File: config.mk
export PLATFORM = sky130hd
export DESIGN_NAME = mem_access_ctrl
export DESIGN_NICKNAME = d
export VERILOG_FILES = /design/src/rtl/mem_access_ctrl.sv
export SDC_FILE = /design/constraint.sdc
export NUM_CORES = 1
export LEC_CHECK = 0
export BUFFER_PORTS_ARGS = -buffer_cell sky130_fd_sc_hd__buf_2
export CAP_MARGIN = 20
export CORE_ASPECT_RATIO = 0.7
export CORE_UTILIZATION = 40
export CTS_CLUSTER_SIZE = 25
export DETAILED_ROUTE_END_ITERATION = 8
export MAX_ROUTING_LAYER = met4
export PLACE_DENSITY = 0.74
export SLEW_MARGIN = 15
export SYNTH_ARGS = -nofsm -noshare
export SYNTH_HDL_FRONTEND = slang
export SYNTH_SLANG_ARGS = --single-unit
export TNS_END_PERCENT = 30
File: constraint.sdc
create_clock -name clk -period 4.8 [get_ports clk]
set_clock_uncertainty 0.1 [all_clocks]
set_input_delay 1.44 -clock clk [delete_from_list [all_inputs] [get_ports clk]]
set_output_delay 1.44 -clock clk [all_outputs]
set_load 0.02 [all_outputs]
File: src/rtl/mem_access_ctrl.sv
// mem_access_ctrl: single-outstanding load/store controller in front of a
// word-addressed data SRAM. It accepts one request, performs one SRAM access
// (or flags an error without touching the SRAM) and holds the response until
// the consumer takes it.
module mem_access_ctrl #(
  parameter int ADDR_W = 14
) (
  input  logic              clk,
  input  logic              rst_n,
  // request side
  input  logic              req_valid,
  output logic              req_ready,
  input  logic              req_we,
  input  logic [2:0]        req_func3,
  input  logic [31:0]       req_addr,
  input  logic [31:0]       req_wdata,
  input  logic [4:0]        req_rd,
  // SRAM side
  output logic              mem_req,
  input  logic              mem_ack,
  output logic [ADDR_W-1:0] mem_addr,
  output logic [3:0]        mem_web,
  output logic [31:0]       mem_di,
  input  logic [31:0]       mem_do,
  // response side
  output logic              rsp_valid,
  input  logic              rsp_ready,
  output logic [31:0]       rsp_rdata,
  output logic [4:0]        rsp_rd,
  output logic              rsp_err
);

  typedef enum logic [1:0] {
    IDLE   = 2'd0,
    ACCESS = 2'd1,
    RESP   = 2'd2
  } state_e;

  localparam logic [2:0] F3_B  = 3'b000;
  localparam logic [2:0] F3_H  = 3'b001;
  localparam logic [2:0] F3_W  = 3'b010;
  localparam logic [2:0] F3_BU = 3'b100;
  localparam logic [2:0] F3_HU = 3'b101;

  state_e              state_q, state_d;
  logic                we_q, we_d;
  logic [2:0]          func3_q, func3_d;
  logic [1:0]          off_q, off_d;
  logic [ADDR_W-1:0]   waddr_q, waddr_d;
  logic [31:0]         wdata_q, wdata_d;
  logic [4:0]          rd_q, rd_d;
  logic                err_q, err_d;
  logic [31:0]         rdata_q, rdata_d;
  logic [4:0]          rsp_rd_q, rsp_rd_d;

  logic                accept;
  logic                req_err;
  logic [3:0]          byte_en;
  logic [31:0]         load_data;
  logic [31:0]         byte_shift;
  logic [31:0]         half_shift;

  // Address bits above the SRAM window do not select anything.
  logic unused_addr_bits;
  assign unused_addr_bits = ^req_addr[31:ADDR_W+2];

  assign accept = req_valid && req_ready;

  // Legality of the incoming request: unknown width codes and misaligned
  // loads are answered with an error and never reach the SRAM.
  always_comb begin
    req_err = 1'b0;
    if (req_we) begin
      req_err = !(req_func3 inside {F3_B, F3_H, F3_W});
    end else begin
      unique case (req_func3)
        F3_B, F3_BU: req_err = 1'b0;
        F3_H, F3_HU: req_err = req_addr[0];
        F3_W:        req_err = (req_addr[1:0] != 2'b00);
        default:     req_err = 1'b1;
      endcase
    end
  end

  // Byte-lane enables for the captured store; lanes follow the byte offset.
  always_comb begin
    byte_en = 4'b0000;
    unique case (func3_q[1:0])
      2'b00:   byte_en = 4'b0001 << off_q;
      2'b01:   byte_en = 4'b0011 << {off_q[1], 1'b0};
      2'b10:   byte_en = 4'b1111;
      default: byte_en = 4'b0000;
    endcase
  end

  // Load data alignment and sign/zero extension from the raw SRAM word.
  always_comb begin
    byte_shift = mem_do >> {off_q, 3'b000};
    half_shift = mem_do >> {off_q[1], 4'b0000};
    load_data  = 32'h0;
    unique case (func3_q)
      F3_B:    load_data = {{24{byte_shift[7]}}, byte_shift[7:0]};
      F3_BU:   load_data = {24'h0, byte_shift[7:0]};
      F3_H:    load_data = {{16{half_shift[15]}}, half_shift[15:0]};
      F3_HU:   load_data = {16'h0, half_shift[15:0]};
      F3_W:    load_data = mem_do;
      default: load_data = 32'h0;
    endcase
  end

  // Next-state and capture logic for the IDLE -> ACCESS -> RESP sequence.
  // NOTE: every signal gets its hold value before the case statement so no
  // path leaves one unassigned, which would otherwise infer a latch.
  always_comb begin
    state_d  = state_q;
    we_d     = we_q;
    func3_d  = func3_q;
    off_d    = off_q;
    waddr_d  = waddr_q;
    wdata_d  = wdata_q;
    rd_d     = rd_q;
    err_d    = err_q;
    rdata_d  = rdata_q;
    rsp_rd_d = rsp_rd_q;

    unique case (state_q)
      IDLE: begin
        if (accept) begin
          we_d    = req_we;
          func3_d = req_func3;
          off_d   = req_addr[1:0];
          waddr_d = req_addr[ADDR_W+1:2];
          wdata_d = req_wdata;
          rd_d    = req_rd;
          if (req_err) begin
            state_d  = RESP;
            err_d    = 1'b1;
            rdata_d  = 32'h0;
            rsp_rd_d = 5'd0;
          end else begin
            state_d  = ACCESS;
            err_d    = 1'b0;
          end
        end
      end
      ACCESS: begin
        if (mem_ack) begin
          state_d  = RESP;
          err_d    = 1'b0;
          rdata_d  = we_q ? 32'h0 : load_data;
          rsp_rd_d = we_q ? 5'd0  : rd_q;
        end
      end
      RESP: begin
        if (rsp_ready) begin
          state_d = IDLE;
        end
      end
      default: state_d = IDLE;
    endcase
  end

  // State and captured-request registers.
  // NOTE: the data registers are reset too (not just the state) because
  // mem_addr, mem_di and the response fields must read zero during reset.
  always_ff @(posedge clk or negedge rst_n) begin
    if (!rst_n) begin
      // NOTE: clocked state uses non-blocking assignments so every flop
      // samples its pre-edge value regardless of statement order.
      state_q  <= IDLE;
      we_q     <= 1'b0;
      func3_q  <= 3'b000;
      off_q    <= 2'b00;
      waddr_q  <= '0;
      wdata_q  <= 32'h0;
      rd_q     <= 5'd0;
      err_q    <= 1'b0;
      rdata_q  <= 32'h0;
      rsp_rd_q <= 5'd0;
    end else begin
      state_q  <= state_d;
      we_q     <= we_d;
      func3_q  <= func3_d;
      off_q    <= off_d;
      waddr_q  <= waddr_d;
      wdata_q  <= wdata_d;
      rd_q     <= rd_d;
      err_q    <= err_d;
      rdata_q  <= rdata_d;
      rsp_rd_q <= rsp_rd_d;
    end
  end

  // Outputs are decoded from registered state only, so reset reaches them
  // asynchronously and they stay stable within a state.
  assign req_ready = (state_q == IDLE);
  assign mem_req   = (state_q == ACCESS);
  assign mem_addr  = waddr_q;
  assign mem_di    = wdata_q;
  assign mem_web   = (state_q == ACCESS && we_q) ? ~byte_en : 4'b1111;
  assign rsp_valid = (state_q == RESP);
  assign rsp_err   = err_q;
  assign rsp_rdata = rdata_q;
  assign rsp_rd    = rsp_rd_q;

endmodule

After elaboration in Yosys (flattened, before gate mapping) --
Cells that the tools add are included.
Storage, ports and cells: register bits after elaboration 97, bits of input ports 110, word-level logic and storage cells 71
Operators by class: equal/unequal tests 16, shift operators 4, multiplexer cells 24, bitwise gates (word level) 1, reductions and logical operators 16
Operators by type and width (count):
- $pmux W32 S5 | 1
- $mux W32 | 4
- $pmux W32 S2 | 1
- $shr A32 B5 Y16 | 1
- $shr A32 B5 Y8 | 1
- $mux W5 | 4
- $eq A3 B3 Y1 const B | 4
- $pmux W4 S3 | 1
- $pmux W5 S2 | 1
- $mux W2 | 4
- $ne A2 B1 Y1 const B | 4
- $eq A3 B1 Y1 const B | 2
- $eq A3 B2 Y1 const B | 2
- $logic_not A3 Y1 | 2
- $pmux W2 S3 | 1
- $reduce_and A3 Y1 | 2
- $eq A2 B1 Y1 const B | 2
- $eq A2 B2 Y1 const B | 2
- $logic_not A2 Y1 | 2
- $mux W1 | 4
- $mux W4 | 1
- $not A4 Y4 | 1
- $reduce_and A4 Y1 | 1
- $reduce_bool A2 Y1 | 2
- 9 further kinds | 11

Longest topological paths before layout --
Gate-level depths: netlist (run 1).
word-level depth 7, mapped depth 7, depth with buffers taken out 5

Worst setup path before layout (run 1) --
OpenSTA, ideal clock, no wires.
path kind register -> output, start reg func3_q[0], end out mem_web[0], data arrival time 1.447 ns, data required time 3.260 ns, slack 1.813 ns, stages on the path, launching flop included 6, cell sequence dfrtp_1 > buf_4 > nor2b_1 > clkbuf_1 > nor2_1 > o21ai_0
On the way: cells in the longest elaborated chain, start to end 4, elaborated cells on any way between the ends 6, those cells by class eq/ne: 2; mux: 2; bitwise: 1; reduce/logical: 1
Ends and longest elaborated chain:
- start, declared | line 47 | logic [2:0] func3_q, func3_d;
- start signal, assigned | line 183 | func3_q <= func3_d;
- $eq A2 B2 Y1 (tied with other cells) | line 88 | unique case (func3_q[1:0])
- $pmux W4 S3 * | line 88
- $not A4 Y4 * | line 200 | assign mem_web = (state_q == ACCESS && we_q) ? ~byte_en : 4'b1111;
- $mux W4 * | line 200
- end, declared | line 22 | output logic [3:0] mem_web,
Mark *: on every way between the ends. The rest lies on a longest branch, timed or not.

Worst setup path after layout (run 1) --
Same ends and word-level chain as after synthesis.

==> metrics.yaml, run 1 <==
clocking:
  cts_tree: "yes"
  post_cts_resized: 0
  insertion_delay_ns: 0.35
  post_cts_buffers: 0
  hold_buffers: 0
  path_clk_slew_ns: 0.08
  cts_sinks: 97
  cts.htree.levels: 3
  cts_inserted_buffers: 9
  root_buffer: "clkbuf_16"
  clk_path_buf_depth: 2
critical_path:
  critPathMaxStageDelay_ns: 0.57
  worst-r2r-cell-count: 4
  cp-start-kind: "flip-flop"
  crit_required_ns: 3.26
  crit_fanout: 11
  end_kind: "output pin"
  criticalPathCategory: "reg2out"
  crit_path_cell_trace: "nor2b_1 -> nor2_1 -> o21ai_0 -> buf_2"
  arrival_ns: 1.86
  slowest_stage: "dfrtp_1"
detailed_routing:
  remaining_drc_errors: 12
  wl_per_cell_um: 14.5
  avgViaCountPerCell: 5.07
  routed_wl_um: 11400
  dr.pass1.iters: 9
  ant_nets: 0
  via_count: 3998
  drtIter0Drc: 318
sta:
  finalCritPeriodShare: 0.709
  tightest_slew_ns: 1.02
  setup-tns-final_ns: 0
  finalWorstPathRequiredPeriod_ns: 3.40
  slew_violations: 0
  hold_viol: 0
  slew-limit-headroom: 0.320
  rsz0062_at_grt: "no"
  fmax_ghz: 0.294
  setup_viol: 0
power:
  share_comb_of_total_power: 0.437
  power_mw: 3.80
  netSwitchingFraction: 0.446
  leakagePower_nw: 3.03
  vdd_drop_max_mv: 0.292
  intPower_mw: 2.10
  p_sw_mw: 1.70
  p_per_area_nw_per_um2: 683
  clockPowerShare: 0.192
  p_seq_frac: 0.371
layout:
  antenna_cells: 0
  nets: 761
  syn2layout_area_growth_pct: 30.4
  drive_gt1_frac: 0.334
global_routing:
  antenna_found_initial: 0
  grt_pass1_vias: 3731
  grt_util_all_layers: 0.216
  grt-ovfl-total: 0
  grt_pass1_wl_um: 18400
  grt_max_degree: 60
floorplan:
  fp-row-count: 31
  core_um2: 10400
  die_x_um: 125
  fp.dieArea_um2: 11100
  initial_core_util: 0.412
  ioPinCount: 201
  die_h_um: 88.4
synth:
  synth_compound_area_frac: 0.129
  synth_cell_types: 39
  syn_area_per_cell_um2: 8.86
  ys_seq_elements: 97
  syn-num-nets: 592
  muxShareOfSynthArea: 0.0188
  synthCells: 482
  synthAdderAreaFrac: 0
  synthXorXnorAreaFrac: 0
  syn-cell-area_um2: 4270
  synth_sequential_area_ratio: 0.569
  yosys.area_share.simple: 0.246
  synth_warnings: 0
  synth_top_family_by_area: "simple AND/OR/NAND/NOR gates"
status:
  status: "finished with violations"
  violations: "design-rule violations"
min_path:
  hold-path-cell-count: 1
  min_path_type: "reg2reg"
run:
  max_cap_violations: 0
placement:
  io_buffers: 184
  dp_hpwl_um: 8260
  gp_congestion: 0.888
flip-flops by register name, indices dropped and copies added (netlist names):
signal and count:
func3_q 3, rsp_rdata 32, off_q 2, mem_di 32
we_q 1, rd_q 5, rsp_err 1, mem_addr 14
rsp_rd 5, state_q 2
metal layers:
layer | global-route usage | wire [um] | share of wire | vias up
met1 | 0.296 | 5290 | 0.46 | 1874
met5 | - | 0 | 0 | -
met2 | 0.318 | 5050 | 0.44 | 191
met4 | 0.0599 | 150 | 0.013 | 0
met3 | 0.0550 | 956 | 0.084 | 15
li1 | - | - | - | 1918
synthesized netlist by cell type, drive strengths merged:
library cell / n / area, um2
mux4: 1 / 22.5
a31oi: 1 / 6.26
and2b: 1 / 7.51
a21oi: 22 / 110
mux2i: 2 / 20.0
a2111oi: 1 / 27.5
dfrtp: 97 / 2430
a2bb2oi: 1 / 8.76
nor4b: 1 / 23.8
buf: 17 / 98.8
o21ai: 43 / 219
and2: 2 / 12.5
nor3b: 1 / 7.51
nor2: 10 / 56.3
and3: 1 / 6.26
o21a: 1 / 7.51
clkbuf: 14 / 56.3
inv: 1 / 3.75
o221ai: 1 / 8.76
nand3: 2 / 10.0
o21bai: 1 / 7.51
nand2b: 4 / 25.0
nor2b: 4 / 25.0
a21o: 2 / 15.0
a221oi: 15 / 131
mux2: 3 / 37.5
or3b: 1 / 8.76
nor3: 1 / 5.00
o32a: 1 / 10.0
nand2: 230 / 863
critical path: cells and delay by family, from the launching register on:
family          cells  cell delay, ns
buf+inv             1            0.20
simple gates        2            0.58
compound gates      1            0.18
flops               1            0.57
power groups by stage:
stage          clock network (mW)  registers (mW)  logic [mW]
3_5_place_dp                    0            1.41        1.67
3_3_place_gp                    0            1.40        1.63
6_report                    0.729            1.41        1.66
2_1_floorplan                   0            1.72       0.828
4_1_cts                     0.754            1.41        1.67
5_1_grt                     0.782            1.46        1.84
kinds of logic (layout without fill, tap and decap cells):
kind of cell | after synthesis | count (layout)
AND/OR/NAND/NOR | 258 | 258
buffers and inverters | 32 | 206
flip-flops | 97 | 97
multiplexers | 6 | 6
AO/OA/AOI/OAI | 89 | 89
worst paths after layout:
kind | start | endpoint | slack [ns]
min in group asynchronous | rst_n | mem_di[3]$_DFFE_PN0P_ | 0.83
worst min register to register | state_q[1]$_DFFE_PN0P_ | state_q[0]$_DFFE_PN0P_ | 0.37
worst min-delay path | state_q[1]$_DFFE_PN0P_ | state_q[0]$_DFFE_PN0P_ | 0.37
worst max-delay path | func3_q[0]$_DFFE_PN0P_ | mem_web[0] | 1.40
worst max register to register | state_q[1]$_DFFE_PN0P_ | rsp_rdata[14]$_DFFE_PN0P_ | 2.40
max in group asynchronous | rst_n | func3_q[2]$_DFFE_PN0P_ | 2.95
layout by cell type, fill, tap and decap left out, drive strengths merged, types with 2 or more instances in the layout:
cell type    n
a221oi      15
nand3        2
and2         2
nor2b        4
mux2         3
buf        189
dfrtp       97
o21ai       43
clkinv       3
nor2        10
nand2b       4
mux2i        2
a21o         2
a21oi       22
nand2      230
inv          5
clkbuf       9
through the flow:
step                      cell area, um2  instances  worst slack [ns]  hold slack, ns  utilization
after floorplan                     4270        482              1.81           0.337            -
after global placement              5250        772              1.47           0.353        0.507
after detailed placement            5250        772              1.41           0.357        0.507
after CTS                           5560        788              1.39           0.375        0.537
after global routing                5570        788              1.26           0.402        0.537
final                               5570        788              1.40           0.366        0.537
final cells by class:
cell class | count | area, um2
Sequential cell | 97 | 2430
Multi-Input combinational cell | 353 | 1700
Clock buffer | 9 | 225
Clock inverter | 7 | 86.3
Fill cell | 942 | 4790
Tap cell | 132 | 165
Inverter | 1 | 3.75
Timing Repair Buffer | 189 | 961
Power figures use the tool's default switching activity.
==> inputs of run 2 (changes only) <==
clock period = 3.5 ns   (was 4.8 ns; I/O delays follow)
==> run 2 against run 1 <==
  * Global-route usage is 0.15 points lower
  * Sequential share of layout area fell by 0.27 points
  * Wire length up 0.22%
  * First-iteration DRC count down 20%
  * Clock-buffer cell count stayed put
  * Via count shrank 0.48%
  * Critical endpoint unchanged
  * The flow still finishes with violations (design-rule violations)
  * Critical path depth unchanged
  * Utilization rose by 0.34 points
  * Worst setup slack worse by 0.88 ns
  * Register-to-register slack got worse by 1.3 ns
  * Clock power grew 40%
  * Largest power group unchanged
==> metrics.yaml, run 2 (same netlist as run 1, synthesis figures left out) <==
status:
  status: "finished with violations"  # unchanged
  violations: "design-rule violations"  # unchanged
floorplan:
  initial_core_util: 0.412  # unchanged
  core_um2: 10400  # unchanged
  die_x_um: 125  # unchanged
  fp-row-count: 31  # unchanged
  die_h_um: 88.4  # unchanged
  ioPinCount: 201  # unchanged
  fp.dieArea_um2: 11100  # unchanged
layout:
  final_util: 0.541  # was 0.537
  final_cell_mix: "nand2_1 (229), buf_2 (183), dfrtp_1 (97)"  # unchanged
  n_fill_cell: 962  # was 942
  antenna_cells: 0  # unchanged
  multi_input_area_um2: 1690  # was 1700 um2
  final_common_cell: "nand2_1"  # unchanged
  drive_gt1_frac: 0.334  # about the same
  nets: 763  # was 761
  register_area_um2: 2430  # unchanged
  syn2layout_area_growth_pct: 31.2  # was 30.4%
critical_path:
  critical_path_buf_inv_count: 1  # unchanged
  crit_required_ns: 2.35  # was 3.26 ns
  arrival_ns: 1.83  # was 1.86 ns
  cp-start-kind: "flip-flop"  # unchanged
  criticalPathCategory: "reg2out"  # unchanged
  slowest_stage: "dfrtp_1"  # unchanged
  crit_path_cell_trace: "nor2b_1 -> nor2_1 -> o21ai_0 -> buf_2"  # unchanged
  end_kind: "output pin"  # unchanged
  critPathMaxStageDelay_ns: 0.54  # was 0.57 ns
  crit_fanout: 7  # was 11
  crit_family: "simple AND/OR/NAND/NOR gates"  # unchanged
global_routing:
  grt_util_all_layers: 0.215  # was 0.216
  gr-max-usage-layer: "met2"  # unchanged
  grt_max_degree: 64  # was 60
  grt.met1_usage: 0.283  # was 0.296
  grt-ovfl-total: 0  # unchanged
  grt_pass1_vias: 3703  # was 3,731
  grt_pass1_wl_um: 18100  # was 18,400 um
  antenna_found_initial: 0  # unchanged
  grtUsageMet3: 0.0641  # was 0.0550
  grt_util_met2: 0.326  # was 0.318
detailed_routing:
  routed_wl_um: 11500  # was 11,400 um
  avgViaCountPerCell: 5.04  # was 5.07
  ant_nets: 0  # unchanged
  remaining_drc_errors: 12  # unchanged
  dr.pass1.iters: 8  # was 9
  wl_per_cell_um: 14.5  # about the same
  drtIter0Drc: 253  # was 318
  via_count: 3979  # was 3,998
clocking:
  insertion_delay_ns: 0.34  # was 0.35 ns
  cts.htree.levels: 3  # unchanged
  post_cts_buffers: 0  # unchanged
  path_clk_slew_ns: 0.07  # was 0.08 ns
  clk_path_buf_depth: 2  # unchanged
  post_cts_resized: 0  # unchanged
  cts_tree: "yes"  # unchanged
  cts_sinks: 97  # unchanged
  root_buffer: "clkbuf_16"  # unchanged
  hold_buffers: 0  # unchanged
  cts_inserted_buffers: 9  # unchanged
sta:
  setup_viol: 0  # unchanged
  slew_violations: 0  # unchanged
  setup-tns-final_ns: 0  # unchanged
  finalWorstPathRequiredPeriod_ns: 2.98
  hold_viol: 0  # unchanged
  hold_slack_ns: 0.369  # was 0.366 ns
  tightest_slew_ns: 1.03  # was 1.02 ns
  fmax_ghz: 0.335
  slew-limit-headroom: 0.314  # was 0.320
  finalCritPeriodShare: 0.852
  finalWorstSetupSlack_ns: 0.518  # was 1.40 ns
  rsz0062_at_grt: "no"  # unchanged
run:
  max_cap_violations: 0  # unchanged
min_path:
  min_path_type: "reg2reg"  # unchanged
power:
  vdd_drop_max_mv: 0.414  # was 0.292 mV
  leakagePower_nw: 3.05  # was 3.03 nW
  p_per_area_nw_per_um2: 940  # was 683 nW/um2
placement:
  dp_slack_ns: 0.704  # was 1.41 ns
  io_buffers: 184  # unchanged
  gp_congestion: 0.896  # was 0.888
  dp_hpwl_um: 8310  # was 8260 um
[run 2: path summary, 6_finish.rpt]
check                      slack [ns]                        end  depth (start not counted)                    from
min in group asynchronous        0.70     mem_di[12]$_DFFE_PN0P_                          1                   rst_n
max in group asynchronous        1.92     mem_di[27]$_DFFE_PN0P_                          2                   rst_n
min                              0.37     mem_di[16]$_DFFE_PN0P_                          2  mem_di[16]$_DFFE_PN0P_
max reg2reg                      1.11  rsp_rdata[13]$_DFFE_PN0P_                          4  func3_q[1]$_DFFE_PN0P_
max                              0.52                 mem_web[0]                          4    off_q[0]$_DFFE_PN0P_
min reg2reg                      0.37     mem_di[16]$_DFFE_PN0P_                          2  mem_di[16]$_DFFE_PN0P_
[run 2: layout make-up]
class	instances	share of cell area
clock buffer	9	0.0402
clock inverter	7	0.0154
inverter	1	0.000670
multi-input combinational	353	0.302
sequential	97	0.433
tap	132	0.0295
timing repair buffer	191	0.179
[run 2: per-layer routing]
layer	wire length [um]	up-vias
met4	61	0
met2	5230	197
li1	-	1921
met3	1090	6
met1	5090	1855
met5	0	-
[run 2: metrics by stage]
step                instance area [um2]  std cells  power (mW)
CTS                                5600        790        5.31
floorplan                          4270        482        3.49
global placement                   5290        774        4.19
detailed placement                 5290        774        4.27
global route                       5600        790        5.64
finish                             5600        790        5.26
[run 2: worst min-delay path, stage by stage, from the launching register on]
cell     delay (ns)
dfrtp_1        0.34
nand2_1        0.05
nand2_1        0.05
[run 2: report_power, final]
group	internal [mW]	leakage (nW)	switching, mW	total, mW
Combinational	0.814	1.65	1.52	2.33
Clock	0.569	0.150	0.448	1.02
Sequential	1.58	1.25	0.330	1.91
Total	2.97	3.05	2.30	5.26
==> inputs of run 3 (changes only) <==
ABC_AREA = 1   (was default)
CORE_UTILIZATION = 35   (was 40)
PLACE_DENSITY = 0.65   (was 0.74)
==> run 3 against run 2 <==
  * The flow now finishes without violations
  * Worst setup slack better by 0.21 ns
  * Synthesized cell count up 13%
  * Register-to-register slack better by 0.46 ns
  * Total power up 2.3%
  * Die area up 29%
  * Sequential share of layout area down 3.9 points
  * Combinational power up 9.0%
  * Synthesized area up 14%
  * Utilization down 7.9 points
  * Clock-buffer cell count up 1
  * Critical endpoint is now mem_web[2]
==> metrics.yaml, run 3 <==
status:
  status: "finished clean"  # was finished with violations
min_path:
  min_path_type: "reg2reg"  # unchanged
clocking:
  post_cts_resized: 0  # unchanged
  cts_sinks: 97  # unchanged
  cts_tree: "yes"  # unchanged
  path_clk_slew_ns: 0.07  # about the same
  clk_path_buf_depth: 2  # unchanged
  insertion_delay_ns: 0.33  # was 0.34 ns
  cts.htree.levels: 3  # unchanged
  hold_buffers: 0  # unchanged
  post_cts_buffers: 0  # unchanged
  root_buffer: "clkbuf_16"  # unchanged
  cts_inserted_buffers: 9  # unchanged
sta:
  setup_viol: 0  # unchanged
  finalWorstSetupSlack_ns: 0.733  # was 0.518 ns
  finalWorstPathRequiredPeriod_ns: 2.77  # was 2.98 ns
  hold_viol: 0  # unchanged
  slew_violations: 0  # unchanged
  finalCritPeriodShare: 0.791  # was 0.852
  setup-tns-final_ns: 0  # unchanged
  fmax_ghz: 0.361  # was 0.335 GHz
  rsz0062_at_grt: "no"  # unchanged
  slew-limit-headroom: 0.459  # was 0.314
  tightest_slew_ns: 0.808  # was 1.03 ns
floorplan:
  core_um2: 13300  # was 10,400 um2
  ioPinCount: 201  # unchanged
  initial_core_util: 0.364  # was 0.412
  fp-row-count: 35  # was 31
  die_h_um: 100  # was 88.4 um
  die_x_um: 143  # was 125 um
  fp.dieArea_um2: 14300  # was 11,100 um2
critical_path:
  crit_required_ns: 2.35  # about the same
  crit_fanout: 10  # was 7
  arrival_ns: 1.62  # was 1.83 ns
  end_kind: "output pin"  # unchanged
  reg2reg_slack_ns: 1.57  # was 1.11 ns
  criticalPathCategory: "reg2out"  # unchanged
  cp-start-kind: "flip-flop"  # unchanged
detailed_routing:
  drtIter0Drc: 303  # was 253
  remaining_drc_errors: 0  # was 12
  wl_per_cell_um: 13.4  # was 14.5 um
  avgViaCountPerCell: 4.61  # was 5.04
  ant_nets: 0  # unchanged
  via_count: 4186  # was 3,979
  routed_wl_um: 12200  # was 11,500 um
  dr.pass1.iters: 5  # was 8
synth:
  async_reset_ff_frac: 1.00  # unchanged
  synthCells: 544  # was 482
  synth_cell_types: 24  # was 39
  yosysTopAreaCellShare: 0.501  # was 0.569
  netlist_top_cells_count: "nand2_1 (184), dfrtp_1 (97), nor2_1 (48), mux2_2 (43), inv_1 (33)"  # was nand2_1 (230), dfrtp_1 (97), o21ai_0 (33), a21oi_1 (22), a221oi_1 (15)
  synth-main-ff-cell: "dfrtp_1"  # unchanged
  syn_area_per_cell_um2: 8.91  # was 8.86 um2
  synth_edf_count: 0  # unchanged
  syn-cell-area_um2: 4850  # was 4270 um2
  ys_seq_elements: 97  # unchanged
  synth_warnings: 0  # unchanged
  synth_sequential_area_ratio: 0.501  # was 0.569
  syn-num-nets: 654  # was 592
  synth.most_common_cell: "nand2_1"  # unchanged
  synth_area_leaders: "dfrtp_1 (50%), nand2_1 (14%), mux2_2 (10%)"  # was dfrtp_1 (57%), nand2_1 (20%), o21ai_0 (3.9%)
  synth_top_cell_by_area: "dfrtp_1"  # unchanged
global_routing:
  grt_pass1_vias: 3783  # was 3,703
  antenna_found_initial: 1  # was 0
  grt_util_all_layers: 0.176  # was 0.215
  grt_max_degree: 57  # was 64
  grt-ovfl-total: 0  # unchanged
  grt_pass1_wl_um: 19100  # was 18,100 um
power:
  vdd_drop_max_mv: 0.525  # was 0.414 mV
  p_per_area_nw_per_um2: 876  # was 940 nW/um2
  leakagePower_nw: 3.43  # was 3.05 nW
layout:
  syn2layout_area_growth_pct: 26.8  # was 31.2%
  final_cell_mix: "nand2_1 (184), buf_2 (183), dfrtp_1 (97)"  # was nand2_1 (229), buf_2 (183), dfrtp_1 (97)
  final_common_cell: "nand2_1"  # unchanged
  final_util: 0.462  # was 0.541
  drive_gt1_frac: 0.370  # was 0.334
  final_cells: 908  # was 790
  nets: 827  # was 763
placement:
  dp_slack_ns: 0.851  # was 0.704 ns
  gp_congestion: 0.916  # was 0.896
  dp_hpwl_um: 9340  # was 8310 um
  dp_cells: 891  # was 774
  io_buffers: 184  # unchanged
run:
  max_cap_violations: 0  # unchanged
-- run 3: cell types whose count changed in the layout (fill, tap and decap cells not counted), sizes merged, moves of 12 or more --
cell,change
a21oi,-12
a221oi,-15
inv,+36
mux2,+48
nand2,-40
nand3,+18
nand4,+31
nor2,+43
o21ai,-21
-- run 3: report_power, final --
part	switching, mW	internal, mW
registers	0.230	1.54
logic	1.63	0.906
clock network	0.428	0.649
total	2.29	3.10
-- run 3: final timing paths --
path                                             end  cells after the start                       from
hold reg to reg            rsp_rdata[21]$_DFFE_PN0P_                      2  rsp_rdata[21]$_DFFE_PN0P_
hold / removal             rsp_rdata[21]$_DFFE_PN0P_                      2  rsp_rdata[21]$_DFFE_PN0P_
setup reg to reg               rsp_rd[3]$_DFFE_PN0P_                      6     state_q[0]$_DFFE_PN0P_
max in group asynchronous      mem_di[4]$_DFFE_PN0P_                      3                      rst_n
setup / recovery                          mem_web[2]                      5       off_q[0]$_DFFE_PN0P_
min in group asynchronous    mem_addr[8]$_DFFE_PN0P_                      1                      rst_n
-- run 3: critical path, cell delays in order, from the launching register on --
cell and delay (ns):
dfrtp_1 0.41, inv_1 0.13, nor2_2 0.37, o21ai_0 0.15, nand2_1 0.07, buf_2 0.15
-- run 3: per-stage QoR --
stage	instance area [um2]	hold slack (ns)	total power [mW]
2_1_floorplan	4850	0.353	3.70
3_3_place_gp	5820	0.363	4.31
3_5_place_dp	5820	0.362	4.33
4_1_cts	6140	0.384	5.43
5_1_grt	6150	0.404	5.77
6_report	6150	0.378	5.39
-- run 3: cells by family (layout without fill, tap and decap cells) --
kind of cell	count (synthesis)	count (layout)	synth area share
flip-flops	97	97	0.501
multiplexers	51	51	0.118
other	0	1	0
AND/OR/NAND/NOR	295	295	0.259
buffers and inverters	67	245	0.0834
AO/OA/AOI/OAI	34	34	0.0382
-- run 3: routing by layer --
layer	part of all wire	wire length, um	track usage
met5	0	0	-
met3	0.068	836	0.0499
met1	0.49	5970	0.242
met2	0.44	5330	0.261
met4	0.0057	70	0.0314
-- run 3: layout make-up --
| cell class | count | area [um2] |
|---|---|---|
| Multi-Input combinational cell | 380 | 2020 |
| Tap cell | 185 | 231 |
| Antenna cell | 1 | 2.50 |
| Inverter | 38 | 143 |
| Clock buffer | 10 | 239 |
| Timing Repair Buffer | 191 | 1000 |
| Clock inverter | 6 | 87.6 |
| Sequential cell | 97 | 2430 |
| Fill cell | 1367 | 7170 |
